--- src/rtl/ftoi_pipe.sv ---
// ftoi_pipe: two-stage pipelined IEEE-754 single -> signed IW-bit integer
// converter with selectable rounding, saturation and NaN/Inf handling.
// Stage 1 aligns the magnitude and extracts guard/sticky; stage 2 rounds,
// range-checks, applies the sign and drives the registered outputs.
// Optional feature macro: FTOI_INEXACT_EN (drives out_inx; tied 0 otherwise).
module ftoi_pipe #(
  parameter int IW   = 32,
  parameter int TAGW = 5
) (
  input  logic            clk,
  input  logic            rst,
  input  logic            in_valid,
  output logic            in_ready,
  input  logic [31:0]     in_x,
  input  logic [1:0]      in_rm,
  input  logic [TAGW-1:0] in_tag,
  output logic            out_valid,
  input  logic            out_ready,
  output logic [IW-1:0]   out_y,
  output logic            out_ovf,
  output logic [TAGW-1:0] out_tag,
  output logic            out_inx
);

  // Magnitude carries one extra bit so values up to 2^(IW+1)-1 fit.
  localparam int MW = IW + 1;
  // Biased exponents above this give a magnitude >= 2^(IW+1): always saturate.
  localparam logic [7:0]    E_BIG  = 8'(127 + IW);
  localparam logic [IW+1:0] HALF_W = {2'b00, 1'b1, {(IW-1){1'b0}}};
  localparam logic [IW+1:0] MAXP_W = HALF_W - {{(IW+1){1'b0}}, 1'b1};
  localparam logic [IW-1:0] Y_MAX  = {1'b0, {(IW-1){1'b1}}};
  localparam logic [IW-1:0] Y_MIN  = {1'b1, {(IW-1){1'b0}}};

  // Handshake: each stage advances when it is empty or its successor moves.
  logic adv1_s, adv2_s;
  logic v1_q, v1_d, v2_q, v2_d;

  assign adv2_s   = ~v2_q | out_ready;
  assign adv1_s   = ~v1_q | adv2_s;
  assign in_ready = adv1_s;

  // ---------------- Stage 1: decode and align ----------------
  logic            x_sign_s;
  logic [7:0]      x_exp_s;
  logic [22:0]     x_man_s;
  logic [23:0]     m1_s;
  logic [7:0]      rsh_s, lsh_s;
  logic [47:0]     rgt_s;
  logic [MW-1:0]   lft_s;

  assign x_sign_s = in_x[31];
  assign x_exp_s  = in_x[30:23];
  assign x_man_s  = in_x[22:0];
  assign m1_s     = {(x_exp_s != 8'd0), x_man_s};
  // Right shift for 0 <= E <= 23: integer in [47:24], guard [23], sticky [22:0].
  assign rsh_s    = 8'd150 - x_exp_s;
  assign rgt_s    = {m1_s, 24'd0} >> rsh_s;
  // Left shift for E > 23; only used when the result still fits in MW bits.
  assign lsh_s    = x_exp_s - 8'd150;
  assign lft_s    = MW'({32'd0, m1_s} << lsh_s);

  logic [MW-1:0] dec_mag_s;
  logic          dec_grd_s, dec_stk_s, dec_nan_s, dec_sat_s;

  // Classify the input and form aligned magnitude, guard and sticky.
  always_comb begin
    dec_mag_s = {MW{1'b0}};
    dec_grd_s = 1'b0;
    dec_stk_s = 1'b0;
    dec_nan_s = 1'b0;
    dec_sat_s = 1'b0;
    if (x_exp_s == 8'hFF) begin
      dec_nan_s = (x_man_s != 23'd0);
      dec_sat_s = (x_man_s == 23'd0);
    end else if (x_exp_s == 8'd0) begin
      // Zero and denormals flush to zero with no inexact contribution.
      dec_mag_s = {MW{1'b0}};
    end else if (x_exp_s > E_BIG) begin
      dec_sat_s = 1'b1;
    end else if (x_exp_s < 8'd126) begin
      dec_stk_s = 1'b1;
    end else if (x_exp_s == 8'd126) begin
      dec_grd_s = 1'b1;
      dec_stk_s = |x_man_s;
    end else if (x_exp_s <= 8'd150) begin
      dec_mag_s = MW'(rgt_s[47:24]);
      dec_grd_s = rgt_s[23];
      dec_stk_s = |rgt_s[22:0];
    end else begin
      dec_mag_s = lft_s;
    end
  end

  logic            s1_sign_q, s1_sign_d;
  logic [1:0]      s1_rm_q, s1_rm_d;
  logic [TAGW-1:0] s1_tag_q, s1_tag_d;
  logic [MW-1:0]   s1_mag_q, s1_mag_d;
  logic            s1_grd_q, s1_grd_d;
  logic            s1_stk_q, s1_stk_d;
  logic            s1_nan_q, s1_nan_d;
  logic            s1_sat_q, s1_sat_d;

  // Stage 1 next state: load a new op on accept, otherwise hold.
  always_comb begin
    v1_d      = v1_q;
    s1_sign_d = s1_sign_q;
    s1_rm_d   = s1_rm_q;
    s1_tag_d  = s1_tag_q;
    s1_mag_d  = s1_mag_q;
    s1_grd_d  = s1_grd_q;
    s1_stk_d  = s1_stk_q;
    s1_nan_d  = s1_nan_q;
    s1_sat_d  = s1_sat_q;
    if (adv1_s) begin
      v1_d = in_valid;
    end else begin
      v1_d = v1_q;
    end
    if (adv1_s & in_valid) begin
      s1_sign_d = x_sign_s;
      s1_rm_d   = in_rm;
      s1_tag_d  = in_tag;
      s1_mag_d  = dec_mag_s;
      s1_grd_d  = dec_grd_s;
      s1_stk_d  = dec_stk_s;
      s1_nan_d  = dec_nan_s;
      s1_sat_d  = dec_sat_s;
    end else begin
      s1_sign_d = s1_sign_q;
    end
  end

  // Stage 1 registers with synchronous reset.
  always_ff @(posedge clk) begin
    if (rst) begin
      v1_q      <= 1'b0;
      s1_sign_q <= 1'b0;
      s1_rm_q   <= 2'd0;
      s1_tag_q  <= {TAGW{1'b0}};
      s1_mag_q  <= {MW{1'b0}};
      s1_grd_q  <= 1'b0;
      s1_stk_q  <= 1'b0;
      s1_nan_q  <= 1'b0;
      s1_sat_q  <= 1'b0;
    end else begin
      v1_q      <= v1_d;
      s1_sign_q <= s1_sign_d;
      s1_rm_q   <= s1_rm_d;
      s1_tag_q  <= s1_tag_d;
      s1_mag_q  <= s1_mag_d;
      s1_grd_q  <= s1_grd_d;
      s1_stk_q  <= s1_stk_d;
      s1_nan_q  <= s1_nan_d;
      s1_sat_q  <= s1_sat_d;
    end
  end

  // ---------------- Stage 2: round, range-check, sign ----------------
  logic            inc_s;
  logic [IW+1:0]   rmag_s;
  logic [IW-1:0]   neg_s;
  logic [IW-1:0]   res_y_s;
  logic            res_ovf_s;

  // Magnitude increment decision for the selected rounding mode.
  always_comb begin
    inc_s = 1'b0;
    case (s1_rm_q)
      2'd0:    inc_s = s1_grd_q;
      2'd1:    inc_s = 1'b0;
      2'd2:    inc_s = s1_sign_q & (s1_grd_q | s1_stk_q);
      2'd3:    inc_s = ~s1_sign_q & (s1_grd_q | s1_stk_q);
      default: inc_s = 1'b0;
    endcase
  end

  assign rmag_s = {1'b0, s1_mag_q} + {{(IW+1){1'b0}}, inc_s};
  assign neg_s  = {IW{1'b0}} - rmag_s[IW-1:0];

  // Saturate or sign the rounded magnitude; -2^(IW-1) itself is in range.
  always_comb begin
    res_y_s   = Y_MAX;
    res_ovf_s = 1'b1;
    if (s1_nan_q) begin
      res_y_s   = Y_MAX;
      res_ovf_s = 1'b1;
    end else if (s1_sat_q) begin
      res_y_s   = s1_sign_q ? Y_MIN : Y_MAX;
      res_ovf_s = 1'b1;
    end else if (!s1_sign_q) begin
      if (rmag_s > MAXP_W) begin
        res_y_s   = Y_MAX;
        res_ovf_s = 1'b1;
      end else begin
        res_y_s   = rmag_s[IW-1:0];
        res_ovf_s = 1'b0;
      end
    end else begin
      if (rmag_s > HALF_W) begin
        res_y_s   = Y_MIN;
        res_ovf_s = 1'b1;
      end else begin
        res_y_s   = neg_s;
        res_ovf_s = 1'b0;
      end
    end
  end

  logic            y_ovf_q, y_ovf_d;
  logic [IW-1:0]   y_q, y_d;
  logic [TAGW-1:0] tag_q, tag_d;

  // Output stage next state: capture stage 1 on advance, hold under stall.
  always_comb begin
    v2_d    = v2_q;
    y_d     = y_q;
    y_ovf_d = y_ovf_q;
    tag_d   = tag_q;
    if (adv2_s) begin
      v2_d = v1_q;
    end else begin
      v2_d = v2_q;
    end
    if (adv2_s & v1_q) begin
      y_d     = res_y_s;
      y_ovf_d = res_ovf_s;
      tag_d   = s1_tag_q;
    end else begin
      y_d = y_q;
    end
  end

  // Output registers with synchronous reset.
  always_ff @(posedge clk) begin
    if (rst) begin
      v2_q    <= 1'b0;
      y_q     <= {IW{1'b0}};
      y_ovf_q <= 1'b0;
      tag_q   <= {TAGW{1'b0}};
    end else begin
      v2_q    <= v2_d;
      y_q     <= y_d;
      y_ovf_q <= y_ovf_d;
      tag_q   <= tag_d;
    end
  end

  assign out_valid = v2_q;
  assign out_y     = y_q;
  assign out_ovf   = y_ovf_q;
  assign out_tag   = tag_q;

`ifdef FTOI_INEXACT_EN
  logic inx_q, inx_d;

  // Inexact flag: nonzero discarded fraction, suppressed on saturation.
  always_comb begin
    inx_d = inx_q;
    if (adv2_s & v1_q) begin
      inx_d = (s1_grd_q | s1_stk_q) & ~res_ovf_s;
    end else begin
      inx_d = inx_q;
    end
  end

  // Inexact register with synchronous reset.
  always_ff @(posedge clk) begin
    if (rst) begin
      inx_q <= 1'b0;
    end else begin
      inx_q <= inx_d;
    end
  end

  assign out_inx = inx_q;
`else
  assign out_inx = 1'b0;
`endif

endmodule

--- config.mk ---
export PLATFORM = sky130hd
export DESIGN_NAME = ftoi_pipe
export DESIGN_NICKNAME = d
export VERILOG_FILES = /design/src/rtl/ftoi_pipe.sv
export SDC_FILE = /design/constraint.sdc
export NUM_CORES = 1
export LEC_CHECK = 0
export BUFFER_PORTS_ARGS = -buffer_cell sky130_fd_sc_hd__buf_2
export CAP_MARGIN = 25
export CORE_MARGIN = 10
export CORE_UTILIZATION = 61
export DETAILED_ROUTE_END_ITERATION = 16
export GPL_TIMING_DRIVEN = 0
export MAX_ROUTING_LAYER = met4
export PLACE_DENSITY = 0.87
export RECOVER_POWER = 25
export SETUP_SLACK_MARGIN = 0.5
export SLEW_MARGIN = 30
export SYNTH_ARGS = -nofsm -noshare
export SYNTH_HDL_FRONTEND = slang
export SYNTH_SLANG_ARGS = --single-unit
--- constraint.sdc ---
create_clock -name clk -period 5.5 [get_ports clk]
set_input_delay 1.65 -clock clk [delete_from_list [all_inputs] [get_ports clk]]
set_output_delay 1.65 -clock clk [all_outputs]
set_load 0.05 [all_outputs]
==> results by group, run 1 <==
Power and ir drop
  • Leak: 3.67 nW
  • Worst VDD drop: 0.143 mV
  • Switching Share: 0.385
  • Pwr dens: between 200 and 250 nW/um2
  • Part of the power in registers: 0.329
  • Combinational power share: 0.365
  • Net Switching: 0.000767 W
  • Clock power share: 0.306
  • Int Pwr: 0.00123 W

Clocking
  • H-tree depth: 3
  • Worst skew pair latency: 0.35 ns
  • Root buffer cell: clkbuf_16
  • CTS tree: yes
  • Worst-path clk slew: 0.07 ns
  • Total CTS buffers: 9
  • Clock Path Buffers: 2
  • Clock tree sinks: 85

Final layout
  • Area delta synth->final: 11.6%
  • Nets: 1266
  • Ratio of cells with drive above 1 in the final layout: 0.145
  • ANT cells: 0
  • Design area: 9470 um2
  • Final cell count without fillers: roughly 1400

Job
  • MaxCap Viol Count: 0

Yosys
  • Mapped Area: 8490 um2
  • Most common cell in the netlist: nand2_1
  • Part of the Yosys area used for sequential elements: 0.201
  • Synth Register Bits: 85
  • Post-synth EDFFs: 0
  • Ys async rst share: 0
  • Dominant cell type by area after synthesis: dfxtp_1
  • Synth top cells by count: nand2_1 (128), nor2_1 (101), dfxtp_1 (85), a21oi_1 (82), o21ai_0 (60)
  • Cells after synthesis: 1118
  • Syn nets: 1171
  • Synth area leaders: dfxtp_1 (20%), mux4_2 (7.2%), mux2i_1 (6.0%)
  • Synth Flop Type: dfxtp_1
  • Synthesized area per cell: around 7.6 um2
  • Yosys cell types: 83
  • Share of the synthesized area in the top cell type: 0.201
  • Syn. warnings: 0

STA
  • Final setup violation count: 0
  • Max Fclk: 0.209 GHz
  • Final Max Tran Viols: 0
  • Setup TNS: 0 ns
  • Relative slew margins: 0.428
  • Minimum clock period: 4.79 ns
  • Layout Skew: 0.0117 ns
  • Final worst-path cycle share: 0.871
  • Endpoints failing hold: 0
  • RSZ-0062 raised after global routing: false
  • Worst-Margin Slew: about 0.85 ns

Min path
  • Type of the worst min-delay path: register to register

Setup path
  • CP Cell Sequence: buf_2 -> clkbuf_2 -> clkbuf_4 -> inv_1 -> clkbuf_2 -> ha_4 -> mux4_2 -> nor2_1 -> a21oi_1 -> nor2_1 -> nor3_1 -> a2111oi_1 -> nand3_1 -> nor4_2 -> o21ai_0
  • Critical path type: input port to register
  • Crit path max fanout: 10
  • Largest stage delay, worst path: 0.51 ns
  • Critical Path AT: 5.02 ns
  • Setup crit start kind: input port
  • Critical path data required time: 5.74 ns
  • Critical Path Sink Type: register
  • CP max stage cell: mux4_2

Placed design
  • GPL Wtd Cong: 1.06
  • Placed instance area: 9120 um2
  • # placed instances: 1378
  • Dpl hpwl: 25.3 mm
  • Number of port buffers: 80

Die
  • IO Pins: 84
  • Site Rows: 43
  • Die W: 138 um
  • Die footprint: 19000 um2
  • Die Y: 138 um
  • Core area: approximately 14000 um2
  • Initial Util: 0.616

Status
  • Status: finished clean

Routing
  • Drt wl/cell: roughly 23 um
  • Vias: around 9900
  • Antenna Nets Post-Route: 0
  • DRT iter0 DRCs: 1834
  • Drt first pass iters: 6
  • Total Wirelength: about 33 mm
  • Drc violations: 0
  • Vias per Instance: a little over 7

Global route
  • GRT overflow: 0
  • Largest net degree at the start of global routing: 15
  • Antenna violations before repair: 0
  • Vias in the first global route: 9050
  • First-pass GRT wire length: 50.5 mm
  • Total track usage: 0.345
[final timing paths]
kind         startpoint         end  slack (ns)  depth (start not counted)
max            in_x[24]    s1_stk_q        0.71                         15
min          out_tag[4]  out_tag[4]        0.46                          2
max reg2reg   s1_sign_q   out_y[29]        0.82                         19
min reg2reg  out_tag[4]  out_tag[4]        0.46                          2
[critical path: cells and delay by family]
kind | cells | cell delay [ns]
adder cells (fa/ha/maj) | 1 | 0.37
AO/OA/AOI/OAI | 3 | 0.62
AND/OR/NAND/NOR | 5 | 0.83
multiplexers | 1 | 0.51
buffers and inverters | 5 | 1.03
[per-stage QoR]
step / util / total power [W] / setup slack (ns) / hold slack [ns]
final: 0.688 / 0.00199 / 0.712 / 0.459
after global routing: 0.688 / 0.00205 / 0.511 / 0.478
after CTS: 0.684 / 0.00195 / 0.537 / 0.456
after detailed placement: 0.662 / 0.00136 / -0.648 / 0.447
after global placement: 0.662 / 0.00135 / -0.562 / 0.443
after floorplan: - / 0.00115 / 0.653 / 0.432
[per-layer routing]
| layer | vias up | global-route usage | wire [um] |
|---|---|---|---|
| met5 | - | - | 0 |
| met4 | 0 | 0.0834 | 844 |
| met3 | 98 | 0.103 | 4500 |
| met2 | 748 | 0.476 | 13700 |
| met1 | 4678 | 0.482 | 13700 |
| li1 | 4421 | - | - |
[power by group through the flow]
stage | logic, W | clock network, W | registers, W
2_1_floorplan | 0.000422 | 0 | 0.000729
5_1_grt | 0.000766 | 0.000630 | 0.000657
4_1_cts | 0.000693 | 0.000605 | 0.000654
6_report | 0.000727 | 0.000610 | 0.000654
3_5_place_dp | 0.000689 | 0 | 0.000667
3_3_place_gp | 0.000686 | 0 | 0.000666
[sequential cells by signal (all words and copies together) (netlist names)]
name,flops
s1_mag_q,33
out_y,32
out_tag,5
s1_tag_q,5
s1_rm_q,2
out_ovf,1
out_valid,1
s1_grd_q,1
s1_nan_q,1
s1_sat_q,1
s1_sign_q,1
s1_stk_q,1
v1_q,1
[cell families after synthesis]
kind of cell | Yosys count | share of synthesized area
compound gates | 346 | 0.275
xor+xnor | 57 | 0.0588
fa+ha+maj | 10 | 0.0147
buf+inv | 112 | 0.0553
flops | 85 | 0.201
mux | 93 | 0.152
other cells | 1 | 0.000442
simple gates | 414 | 0.244
[cells in the final DEF, fill, tap and decap left out, drive strengths merged, types with 11 or more instances in the layout]
master,n
nand2,128
nor2,101
clkbuf,100
dfxtp,85
buf,85
a21oi,82
o21ai,64
mux2i,51
xnor2,39
nand3,35
nor3,33
mux4,27
a211oi,26
a31oi,21
o22ai,20
inv,20
nand4,20
and2,19
xor2,18
a22o,17
nor4,16
mux2,15
a22oi,15
and3,13
a221oi,12
o211ai,12
and4,11
[what timing repair did]
item                                   in CTS  in global routing
endpoints found under the hold margin       0                  0
setup endpoints to repair                  34                 43
gates cloned                                0                  0
pin swaps                                   0                  3
hold buffers                                0                  0
buffers inserted                            0                  4
resized for setup                           8                 19
[final cells by class]
class	count	area (um2)
buffer	91	409
clock buffer	10	229
clock inverter	6	63.8
fill	1229	4300
inverter	21	78.8
multi-input combinational	921	6370
sequential	85	1700
tap	180	225
timing repair buffer	84	394
Note: power is estimated with default switching activity, not from simulation.
==> run 2, diff against run 1 <==
--- a/config.mk
+++ b/config.mk
@@ -8,11 +8,12 @@
 export BUFFER_PORTS_ARGS = -buffer_cell sky130_fd_sc_hd__buf_2
 export CAP_MARGIN = 25
 export CORE_MARGIN = 10
-export CORE_UTILIZATION = 61
+export CORE_UTILIZATION = 62
+export CTS_BUF_LIST = sky130_fd_sc_hd__clkbuf_4
 export DETAILED_ROUTE_END_ITERATION = 16
 export GPL_TIMING_DRIVEN = 0
 export MAX_ROUTING_LAYER = met4
-export PLACE_DENSITY = 0.87
+export PLACE_DENSITY = 0.88
 export RECOVER_POWER = 25
 export SETUP_SLACK_MARGIN = 0.5
 export SLEW_MARGIN = 30
==> results by group, run 2 (synthesis gave the netlist of run 1 again) <==
Status
  • Status: finished clean

Die
  • Initial Util: 0.636 (+0.0196)
  • Die Y: 137 um (-0.70%)
  • Die footprint: 18800 um2 (-1.4%)
  • Core area: 13300 um2 (-3.1%)
  • Die W: 137 um (-0.70%)
  • IO Pins: 84 (unchanged)
  • Site Rows: 42 (-2.3%)

Min path
  • Worst hold path cell count: 2 (unchanged)
  • HP Start: s1_tag_q[3]
  • WHS Endpoint: out_tag[3]
  • Type of the worst min-delay path: register to register

Routing
  • DRT iter0 DRCs: 1964 (+7.1%)
  • Drt first pass iters: 6 (unchanged)
  • Vias: 9984 (+0.39%)
  • Met2 wire len: 13.5 mm (-1.7%)
  • Wl on met1: 13.3 mm (-2.6%)
  • Met3 WL: 4.85 mm (+7.8%)
  • Drt wl/cell: 23.1 um (-1.4%)
  • Drc violations: 0 (unchanged)
  • Antenna Nets Post-Route: 0 (unchanged)
  • DR top layer: met4
  • Total Wirelength: 32.2 mm (-1.6%)
  • Vias per Instance: 7.15 (+0.54%)

Global route
  • GRT overflow: 0 (unchanged)
  • Total track usage: 0.340 (-0.00563)
  • Largest net degree at the start of global routing: 16 (+1)
  • Antenna violations before repair: 1 (+1)
  • First-pass GRT wire length: 49.5 mm (-1.9%)
  • Vias in the first global route: 8901 (-1.6%)

Setup path
  • R2r setup slk: 0.77 ns (-0.05 ns)
  • Setup crit start kind: input port
  • CP Cell Sequence: buf_2 -> clkbuf_2 -> buf_2 -> inv_1 -> clkbuf_1 -> ha_1 -> inv_2 -> mux4_2 -> nor2_1 -> nor3_1 -> a2111oi_0 -> nand3_1 -> nor4_1 -> o21ai_0
  • Critical path type: input port to register
  • Largest stage delay, worst path: 0.56 ns (+0.05 ns)
  • Worst flop-to-flop path startpoint: s1_sign_q
  • Most used cell, CP: buf_2
  • RR Endpoint: out_y[31]
  • CP max stage cell: mux4_2
  • Buf+Inv Stages, Crit Path: 6 (+1)
  • Critical Path Sink Type: register
  • Crit path max fanout: 10 (unchanged)
  • Critical path data required time: 5.86 ns (+0.12 ns)
  • Critical Path AT: 5.29 ns (+0.27 ns)
  • Delay-heaviest family, CP: buffers and inverters
  • Worst-case reg-to-reg path depth: 19 (unchanged)

Clocking
  • Clock tree sinks: 85 (unchanged)
  • Total CTS buffers: 9 (unchanged)
  • Root buffer cell: clkbuf_4
  • Clock Path Buffers: 2 (unchanged)
  • Worst-path clk slew: 0.14 ns (+0.07 ns)
  • CTS tree: yes
  • Worst skew pair latency: 0.47 ns (+0.12 ns)
  • H-tree depth: 3 (unchanged)
  • Hold_buf cts: 0 (unchanged)

Power and ir drop
  • Overall power: 0.00176 W (-12%)
  • Leak: 3.60 nW (-1.8%)
  • Worst VDD drop: 0.169 mV (+18%)
  • Pwr dens: 189 nW/um2 (-10%)

Final layout
  • Largest register FFs: 33 (unchanged)
  • Commonest cells after routing, fill and taps aside: nand2_1 (128), nor2_1 (101), dfxtp_1 (85)
  • Biggest register: s1_mag_q
  • Design area: 9300 um2 (-1.8%)
  • Nets: 1267 (+0.079%)
  • Fin util: 0.697 (+0.00908)
  • Ratio of cells with drive above 1 in the final layout: 0.143 (-0.00258)
  • Area delta synth->final: 9.60%
  • FILL cells: 1261 (+2.6%)
  • Most common cell after layout, fill and taps aside: nand2_1

Placed design
  • Dpl hpwl: 24.9 mm (-1.6%)
  • Placed instance area: 9110 um2 (about the same)
  • Place WS: -0.602 ns (+0.0458 ns)
  • GPL Wtd Cong: 1.05 (-1.4%)
  • Number of port buffers: 80 (unchanged)

STA
  • Setup WS post-layout: 0.568 ns (-0.144 ns)
  • Worst-Margin Slew: 0.879 ns (+0.0265 ns)
  • Relative slew margins: 0.410 (-0.0178)
  • Final Max Tran Viols: 0 (unchanged)
  • Setup TNS: 0 ns (unchanged)
  • Max Fclk: 0.203 GHz (-2.9%)
  • Endpoints failing hold: 0 (unchanged)
  • Final worst-path cycle share: 0.897 (+0.0263)
  • RSZ-0062 raised after global routing: false
  • Final setup violation count: 0 (unchanged)
  • Layout Skew: 0.0115 ns (-0.000189 ns)
  • Minimum clock period: 4.93 ns (+0.144 ns)

Job
  • MaxCap Viol Count: 0 (unchanged)
==> run 2: cell type report <==
| class | count | area, um2 | area share |
|---|---|---|---|
| Sequential cell | 85 | 1700 | 0.183 |
| Inverter | 21 | 78.8 | 0.00847 |
| Clock inverter | 7 | 75.1 | 0.00807 |
| Multi-Input combinational cell | 921 | 6350 | 0.683 |
| Tap cell | 176 | 220 | 0.0237 |
| Antenna cell | 1 | 2.50 | 0.000269 |
| Timing Repair Buffer | 85 | 402 | 0.0432 |
| Clock buffer | 9 | 67.6 | 0.00726 |
| Buffer | 91 | 402 | 0.0432 |
==> run 2: worst max-delay path by stage <==
stage / from / endpoint / slack, ns / cells after the start
6_report: in_x[24] / s1_stk_q / 0.57 / 14
5_1_grt: s1_sign_q / out_y[31] / 0.49 / 20
4_1_cts: in_x[24] / s1_mag_q[14] / 0.49 / 15
3_5_place_dp: in_x[24] / s1_mag_q[14] / -0.60 / 15
3_3_place_gp: in_x[24] / s1_mag_q[14] / -0.54 / 15
2_1_floorplan: in_x[24] / s1_stk_q / 0.65 / 13
==> run 2: power by group <==
group	internal, W	switching (W)
clock network	0.000141	0.000239
registers	0.000640	0.0000141
logic	0.000232	0.000490
total	0.00101	0.000743
==> run 2: timing repair <==
item,CTS,global route
buffers inserted,0,5
pin swaps,0,3
setup endpoints to repair,17,46
gates resized for setup,5,16
==> run 2: worst register-to-register path, delay by kind of cell (launching register included) <==
kind,cells,cell delay (ns)
AO/OA/AOI/OAI,2,0.61
XOR/XNOR,1,0.15
adder cells (fa/ha/maj),2,0.60
buffers and inverters,5,1.00
flip-flops,1,0.33
AND/OR/NAND/NOR,9,1.94
==> run 2: per-stage QoR <==
stage	hold slack, ns	instances
4_1_cts	0.467	1390
3_3_place_gp	0.442	1374
3_5_place_dp	0.447	1374
6_report	0.464	1396
2_1_floorplan	0.432	1118
5_1_grt	0.486	1396
==> run 2: per-layer routing <==
layer / vias to the layer above / track usage
met2: 781 / 0.470
met3: 96 / 0.103
li1: 4418 / -
met5: - / -
met4: 0 / 0.0632
met1: 4689 / 0.478
